### config.mk
export PLATFORM = sky130hd
export DESIGN_NAME = sd_filter_mc
export DESIGN_NICKNAME = d
export VERILOG_FILES = /design/src/rtl/sd_filter_mc.sv
export SDC_FILE = /design/constraint.sdc
export NUM_CORES = 1
export LEC_CHECK = 0
export ABC_AREA = 1
export BUFFER_PORTS_ARGS = -buffer_cell sky130_fd_sc_hd__buf_2
export CELL_PAD_IN_SITES_DETAIL_PLACEMENT = 1
export CELL_PAD_IN_SITES_GLOBAL_PLACEMENT = 1
export CORE_MARGIN = 2
export CORE_UTILIZATION = 48
export DETAILED_ROUTE_END_ITERATION = 8
export PLACE_DENSITY = 0.85
export SETUP_SLACK_MARGIN = 0.3
export SYNTH_ARGS = -nofsm -noshare
export SYNTH_HDL_FRONTEND = slang
export SYNTH_SLANG_ARGS = --single-unit
### constraint.sdc
create_clock -name clk_i -period 14.21 [get_ports clk_i]
set_clock_uncertainty 0.1 [all_clocks]
set_input_delay 2.842 -clock clk_i [delete_from_list [all_inputs] [get_ports clk_i]]
set_output_delay 2.842 -clock clk_i [all_outputs]
set_load 0.005 [all_outputs]
### src/rtl/sd_filter_mc.sv
// sd_filter_mc: CHANNELS sinc^ORDER decimators sharing one run-time selectable decimation timebase.
// Optional feature: define SD_FILTER_MC_SAT_EN to saturate each result to OUTPUT_WIDTH instead of wrapping.
module sd_filter_mc #(
   parameter int unsigned CHANNELS     = 4,
   parameter int unsigned ORDER        = 2,
   parameter int unsigned OSR_MAX      = 256,
   parameter int unsigned OSR_DEFAULT  = 200,
   parameter int unsigned OUTPUT_WIDTH = 16
) (
   input  logic                             clk_i,
   input  logic                             rst_i,
   input  logic [CHANNELS-1:0]              data_i,
   input  logic [$clog2(OSR_MAX+1)-1:0]     osr_i,
   input  logic                             sync_i,
   output logic [CHANNELS*OUTPUT_WIDTH-1:0] data_o,
   output logic                             valid_o,
   output logic                             settled_o,
   output logic                             osr_err_o
);
   localparam int unsigned WIDTH   = $clog2(OSR_MAX**ORDER + 1) + 1;
   localparam int unsigned OSR_W   = $clog2(OSR_MAX + 1);
   localparam int unsigned FLUSH_W = $clog2(ORDER + 1);

`ifdef SD_FILTER_MC_SAT_EN
   localparam int unsigned EXT_W = (WIDTH > OUTPUT_WIDTH) ? WIDTH : OUTPUT_WIDTH;
   localparam logic signed [EXT_W-1:0] SAT_HI = EXT_W'((64'sd1 <<< (OUTPUT_WIDTH - 1)) - 64'sd1);
   localparam logic signed [EXT_W-1:0] SAT_LO = ~SAT_HI;
`endif

   logic [WIDTH-1:0]   integ    [CHANNELS][ORDER];
   logic [WIDTH-1:0]   comb_q   [CHANNELS][ORDER];
   logic [WIDTH-1:0]   comb_d   [CHANNELS][ORDER];
   logic [WIDTH-1:0]   result_c [CHANNELS];
   logic [OSR_W-1:0]   osr_r;
   logic [OSR_W-1:0]   cnt;
   logic [FLUSH_W-1:0] flush_cnt;
   logic               sync_q;
   logic               sync_edge_c;
   logic               dec_c;
   logic               osr_ok_c;

   // Map a WIDTH-bit signed filter result onto the output word.
   function automatic logic [OUTPUT_WIDTH-1:0] to_output(input logic [WIDTH-1:0] r);
`ifdef SD_FILTER_MC_SAT_EN
      logic signed [EXT_W-1:0] ext;
      ext = EXT_W'($signed(r));
      if (ext > SAT_HI) return SAT_HI[OUTPUT_WIDTH-1:0];
      if (ext < SAT_LO) return SAT_LO[OUTPUT_WIDTH-1:0];
      return ext[OUTPUT_WIDTH-1:0];
`else
      return OUTPUT_WIDTH'($signed(r));
`endif
   endfunction

   assign sync_edge_c = sync_i & ~sync_q;
   assign dec_c       = (cnt == (osr_r - OSR_W'(1)));
   assign osr_ok_c    = (osr_i >= OSR_W'(2)) && (osr_i <= OSR_W'(OSR_MAX));

   // Comb chain: each stage differences its input against the value held from the previous decimation.
   always_comb begin
      logic [WIDTH-1:0] acc;
      acc = '0;
      for (int ch = 0; ch < int'(CHANNELS); ch++) begin
         acc = integ[ch][ORDER-1];
         for (int k = 0; k < int'(ORDER); k++) begin
            comb_d[ch][k] = acc;
            acc           = acc - comb_q[ch][k];
         end
         result_c[ch] = acc;
      end
   end

   // Integrator cascade: stage 0 maps bits to +/-1, later stages accumulate the previous stage.
   always_ff @(posedge clk_i or posedge rst_i) begin
      if (rst_i) begin
         for (int ch = 0; ch < int'(CHANNELS); ch++)
            for (int k = 0; k < int'(ORDER); k++)
               integ[ch][k] <= '0;
      end else begin
         for (int ch = 0; ch < int'(CHANNELS); ch++) begin
            integ[ch][0] <= integ[ch][0] + (data_i[ch] ? WIDTH'(1) : '1);
            for (int k = 1; k < int'(ORDER); k++)
               integ[ch][k] <= integ[ch][k] + integ[ch][k-1];
         end
      end
   end

   // Comb registers advance on every decimation not pre-empted by a sync edge; outputs only once flushed.
   always_ff @(posedge clk_i or posedge rst_i) begin
      if (rst_i) begin
         data_o <= '0;
         for (int ch = 0; ch < int'(CHANNELS); ch++)
            for (int k = 0; k < int'(ORDER); k++)
               comb_q[ch][k] <= '0;
      end else if (dec_c && !sync_edge_c) begin
         for (int ch = 0; ch < int'(CHANNELS); ch++)
            for (int k = 0; k < int'(ORDER); k++)
               comb_q[ch][k] <= comb_d[ch][k];
         if (flush_cnt == '0) begin
            for (int ch = 0; ch < int'(CHANNELS); ch++)
               data_o[ch*OUTPUT_WIDTH +: OUTPUT_WIDTH] <= to_output(result_c[ch]);
         end
      end
   end

   // Timebase, OSR update on sync edges, flush tracking and status strobes.
   always_ff @(posedge clk_i or posedge rst_i) begin
      if (rst_i) begin
         sync_q    <= 1'b0;
         cnt       <= '0;
         osr_r     <= OSR_W'(OSR_DEFAULT);
         flush_cnt <= FLUSH_W'(ORDER);
         settled_o <= 1'b0;
         valid_o   <= 1'b0;
         osr_err_o <= 1'b0;
      end else begin
         sync_q    <= sync_i;
         valid_o   <= 1'b0;
         osr_err_o <= 1'b0;
         if (sync_edge_c) begin
            cnt       <= '0;
            flush_cnt <= FLUSH_W'(ORDER);
            settled_o <= 1'b0;
            if (osr_ok_c) osr_r <= osr_i;
            else          osr_err_o <= 1'b1;
         end else if (dec_c) begin
            cnt <= '0;
            if (flush_cnt != '0) begin
               flush_cnt <= flush_cnt - FLUSH_W'(1);
               if (flush_cnt == FLUSH_W'(1)) settled_o <= 1'b1;
            end else begin
               valid_o <= 1'b1;
            end
         end else begin
            cnt <= cnt + OSR_W'(1);
         end
      end
   end

endmodule

==> results of run 1 <==
[through the flow]
step           utilization, %  instance area (um2)  worst slack [ps]  hold WS (ps)  cells
2_1_floorplan               -                23300              1740           353   2936
3_3_place_gp             50.7                24200              8650           360   3597
3_5_place_dp             50.7                24200              8450           359   3597
4_1_cts                  53.7                25700              9050           373   3672
5_1_grt                  53.7                25700              8720           406   3672
6_report                 53.7                25700              8990           368   3672
[final timing paths]
path,from,endpoint,slack [ps],cells after the start
setup / recovery,sync_i,comb_q[92]$_DFFE_PP0P_,8990,10
hold / removal,data_o[17]$_DFFE_PP0P_,data_o[17]$_DFFE_PP0P_,370,2
max in group asynchronous,rst_i,data_o[9]$_DFFE_PP0P_,9260,4
min in group asynchronous,rst_i,data_o[62]$_DFFE_PP0P_,2240,2
setup reg to reg,osr_r[0]$_DFFE_PP0P_,comb_q[92]$_DFFE_PP0P_,10150,15
hold reg to reg,data_o[17]$_DFFE_PP0P_,data_o[17]$_DFFE_PP0P_,370,2
[worst reg2reg max path: cells and delay by family, from the launching register on]
kind | cells | cell delay (ps)
compound gates | 1 | 170
fa+ha+maj | 1 | 330
buf+inv | 5 | 2010
flops | 1 | 410
simple gates | 8 | 940
[synth_stat cells (87+ instances only)]
cell type / n
a21oi_1: 253
dfrtp_1: 340
ha_1: 240
inv_1: 368
nand2_1: 719
nand3_1: 150
nor2_1: 134
o21ai_0: 130
o21ai_1: 150
xnor2_1: 87
xor2_1: 135
[state kept, by name, summed over array words and instances, names as in the netlist]
signal / count
flush_cnt: 2
data_o: 64
osr_r: 9
comb_d: 64
settled_o: 1
sync_q: 1
comb_q: 128
osr_err_o: 1
cnt: 9
integ: 64
valid_o: 1
[routing by layer]
layer | global-route usage, % | wire length [um] | share of wire, %
met3 | 3.40 | 2000 | 3.1
met4 | 8.30 | 1740 | 2.7
met5 | 0 | 0 | 0
met2 | 46.6 | 32100 | 50
met1 | 32.9 | 28400 | 44
[layout make-up]
type | count | area, um2 | area share [%]
multi-input combinational | 2160 | 12900 | 50.3
timing repair buffer | 87 | 460 | 1.79
clock buffer | 57 | 1190 | 4.63
clock inverter | 18 | 249 | 0.971
inverter | 391 | 1480 | 5.77
tap | 615 | 769 | 3.00
sequential | 344 | 8610 | 33.6
[kinds of logic after synthesis]
logic type | synth area share, %
AO/OA/AOI/OAI | 14.0
XOR/XNOR | 8.36
adder cells (fa/ha/maj) | 14.3
buffers and inverters | 7.57
flip-flops | 37.0
AND/OR/NAND/NOR | 18.8
==> run summary, run 1 <==
number of setup buffers added after CTS: 0
vias in the first global route: 21.8k
fin crit period: 5220 ps
Crit path required time: 14,590 ps
Final HPWL DP: 48,700 um
CTS Buf Count: 42
Antenna Nets Post-Route: 0
sequential fraction of the synthesis area: 37.0%
Yosys top cell by area: dfrtp_1
initial core utilization: 48.7%
slowest stage delay, CP: 930 ps
final setup violation count: 0
WL per Instance: 17.5 um
crit end category: flop
RSZ-0062 raised after global routing: false
grt ovf: 0
worst skew pair latency: 570 ps
pin count of the biggest net entering global routing: 176
Die ar.: 50,200 um2
share of the synthesized area in the top cell type: 36.6%
CP bufs+invs: 6
Syn Std Cell Area: 23,300 um2
clock-pin slew on the worst setup and hold paths: 60 ps
max frequency: 0.192 GHz
FP Rows: 80
Via density: 5.46
Post-CTS Hold Buffers: 0
Post-synth top flop: dfrtp_1
post-synthesis register bit count: 344
H-Tree Depth: 2
DIE HEIGHT: 224 um
antenna violations before repair: 0
cell count after synthesis: 2,936
worst rel slew slack: 26.1%
mean area per synthesized cell: 7.92 um2
Max Slew Vio Count: 0
die width: 224 um
Top delay family on crit path: buffers and inverters
Async S/R FF share, synth: 100%
warnings from Yosys: 0
IO buf count: 82
Slowest-stage cell, CP: buf_4
total clock sinks: 344
worst min path class: flop to flop
syn nets: 3,208
Placer Congestion: 0.876
CTS root buf: clkbuf_16
total of max-cap violations: 0
area growth from synthesis to final layout: 10.3%
final hold vios: 0
overall routed net length: 64,200 um
global-route wire length before repair: 108,000 um
commonest cells after routing, fill and taps aside: nand2_1 (719), inv_1 (367), dfrtp_1 (340), a21oi_1 (253), ha_1 (240)
DRC violations left: 0
via count: 20.1k
cells along the critical path: buf_2, inv_1, nor2_1, inv_1, nand3_2, buf_4, inv_6, buf_4, nand2_1, o21ai_1
CP Max Fanout: 109
CTS Buffer Depth: 3
TritonCTS clock tree: done
CP startpoint kind: primary input
final worst path period share: 36.7%
layout cells sized above 1: 6.28%
critical path arrival: 5600 ps
I/O pins: 83
Yosys cell types: 40
total core area: 47,700 um2
Post-synth EDFFs: 0
fin nets: 3,298
number of filler cells placed in the layout: 5,894
most frequent standard cell in the layout excluding fill and tap cells: nand2_1
status: finished clean
actual slew at the worst max-slew pin: 1110 ps
overall global routing resource usage: 26.2%
final setup TNS: 0 ps
Synth area leaders: dfrtp_1 (37%), ha_1 (13%), nand2_1 (12%), inv_1 (5.9%), a21oi_1 (5.4%)
Resize count post-CTS: 0
TritonRoute pass-1 iters: 5
Iter 0 DRT Violations: 998
crit path kind: primary input to flop
# diodes: 0
Power of run 1 is left out: the tool's default activity adds up to more than one toggle a clock period on the data nets, which glitch-free logic cannot reach.
==> run 2: changes to the inputs <==
ABC_AREA = 0   (was 1)
CORE_UTILIZATION = 45   (was 48)
PLACE_DENSITY = 0.82   (was 0.85)
clock period = 4.78 ns   (was 14.21 ns; I/O delays follow)
==> run 2 against run 1 <==
Clock-buffer cell count grew 1; non-clock buffer count is 13 higher; critical endpoint is now data_o[47]$_DFFE_PP0P_; synthesized area is 4.7% lower; wire length is 15% lower; register-to-register slack lost 9700 ps; global-route usage down 4.1 points; highest routed layer unchanged; final area shrank 2.8%; flip-flop and latch count stayed put; utilization fell by 2.6 points.
==> run summary, run 2 <==
final instance area: 24,900 um2
max frequency: 0.233 GHz
worst min path class: flop to flop
CP Max Fanout: 6
crit path kind: flop to flop
Die ar.: 51,000 um2
Syn Std Cell Area: 22,200 um2
overall routed net length: 54,900 um
die width: 226 um
H-Tree Depth: 2
Placer Congestion: 0.835
I/O pins: 83
mean area per synthesized cell: 9.30 um2
Synth area leaders: dfrtp_1 (38%), ha_1 (14%), xnor2_1 (6.1%), o21ai_0 (4.6%), nand2_1 (4.4%)
CP startpoint kind: flop
DIE HEIGHT: 226 um
clock-pin slew on the worst setup and hold paths: 60 ps
layout cells sized above 1: 9.51%
Post-synth EDFFs: 0
crit end category: flop
actual slew at the worst max-slew pin: 1080 ps
Crit path required time: 5120 ps
warnings from Yosys: 0
initial core utilization: 45.5%
DRC violations left: 0
FP Rows: 81
total core area: 48,700 um2
Yosys cell types: 71
WL per Instance: 17.3 um
CTS root buf: clkbuf_16
post-place setup slack: 307 ps
status: finished clean
worst skew pair latency: 560 ps
fin crit period: 4300 ps
share of the synthesized area in the top cell type: 38.4%
critical path arrival: 4640 ps
most frequent cell after synthesis: dfrtp_1
post-synthesis register bit count: 344
syn nets: 2,656
final hold vios: 0
most frequent standard cell in the layout excluding fill and tap cells: dfrtp_1
Iter 0 DRT Violations: 916
CTS Buffer Depth: 3
total clock sinks: 344
worst rel slew slack: 28.0%
RSZ-0062 raised after global routing: true
total of max-cap violations: 0
via count: 17.6k
Most flops, register: comb_q
final setup violation count: 0
Via density: 5.53
fin nets: 2,755
worst setup margin: 481 ps
commonest cells after routing, fill and taps aside: dfrtp_1 (340), nand2_1 (260), ha_1 (240), inv_1 (209), o21ai_0 (205)
IO buf count: 82
cell count after synthesis: 2,384
overall global routing resource usage: 22.1%
sequential fraction of the synthesis area: 38.9%
vias in the first global route: 19.3k
number of filler cells placed in the layout: 5,578
final core utilization: 51.1%
TritonCTS clock tree: done
Yosys top cell by area: dfrtp_1
antenna violations before repair: 2
Largest register FFs: 128
Antenna Nets Post-Route: 0
Async S/R FF share, synth: 100%
CTS Buf Count: 40
final worst path period share: 89.9%
pin count of the biggest net entering global routing: 121
Post-synth top flop: dfrtp_1
Post-DP Area: 23,400 um2
global-route wire length before repair: 93,100 um
area growth from synthesis to final layout: 12.5%
synth cell count leaders: dfrtp_1 (340), nand2_1 (261), ha_1 (240)
Final HPWL DP: 40,500 um
grt ovf: 0
Max Slew Vio Count: 0
TritonRoute pass-1 iters: 5
## run 2: changes by cell type in the layout (fill, tap and decap cells not counted), sizes merged, moves of 39 or more
cell and delta:
a21oi -132, inv -183, nor2b +39, xnor2 +68, nand3 -94, xor2 -79
o21ai -75, nand2 -458
## run 2: layout make-up
type / instances / area, um2 / share of cell area, %
multi-input combinational: 1787 / 12600 / 50.6
sequential: 344 / 8610 / 34.6
clock buffer: 58 / 1200 / 4.81
antenna: 1 / 2.50 / 0.0100
tap: 664 / 831 / 3.33
clock inverter: 13 / 243 / 0.974
timing repair buffer: 100 / 621 / 2.49
inverter: 210 / 792 / 3.18
## run 2: through the flow
step,setup TNS (ps),instances,hold WS [ps]
global route,0,3176,387
floorplan,-297580,2384,363
global placement,0,3104,344
detailed placement,0,3104,351
CTS,0,3175,364
finish,0,3177,360
## run 2: kinds of logic after synthesis
family | Yosys count | share of synthesized area, %
simple gates | 711 | 15.2
xor+xnor | 212 | 8.44
flops | 344 | 38.9
buf+inv | 253 | 4.34
mux | 44 | 2.18
fa+ha+maj | 256 | 15.0
compound gates | 564 | 16.0
## run 2: worst max-delay path, cell delays in order, from the launching register on
cell	delay (ps)
dfrtp_1	390
inv_1	60
ha_1	160
inv_1	60
fa_2	370
a21o_1	170
a21o_1	200
a21oi_2	160
inv_1	70
a21oi_2	140
xnor2_1	160
ha_1	320
and4_1	200
a21oi_1	140
a21boi_2	190
a311o_1	240
o21ai_0	140
o41ai_1	380
xnor3_1	260
mux2_2	260
## run 2: final timing paths
kind                                       start  slack, ps  cells after the start                      to
setup / recovery            comb_d[54]$_DFF_PP0_        480                     19  data_o[47]$_DFFE_PP0P_
hold / removal             data_o[1]$_DFFE_PP0P_        360                      2   data_o[1]$_DFFE_PP0P_
setup reg to reg            comb_d[54]$_DFF_PP0_        480                     19  data_o[47]$_DFFE_PP0P_
hold reg to reg            data_o[1]$_DFFE_PP0P_        360                      2   data_o[1]$_DFFE_PP0P_
max in group asynchronous                  rst_i       3060                      3     integ[30]$_DFF_PP0_
min in group asynchronous                  rst_i        560                      2  data_o[27]$_DFFE_PP0P_
## run 2: repair_timing
item	in CTS	in global routing
hold buffers	0	0
gates cloned	0	0
setup buffers	0	1
pin swaps	0	3
setup endpoints to repair	1	3
gates resized for setup	1	6
## run 2: per-layer routing
layer | track usage (%) | wire length (um) | share of wire (%)
met4 | 7.73 | 1510 | 2.7
met3 | 2.55 | 1470 | 2.7
met2 | 40.9 | 28300 | 52
met5 | 0 | 0 | 0
met1 | 26.4 | 23500 | 43
Power of run 2 is left out for the same reason.
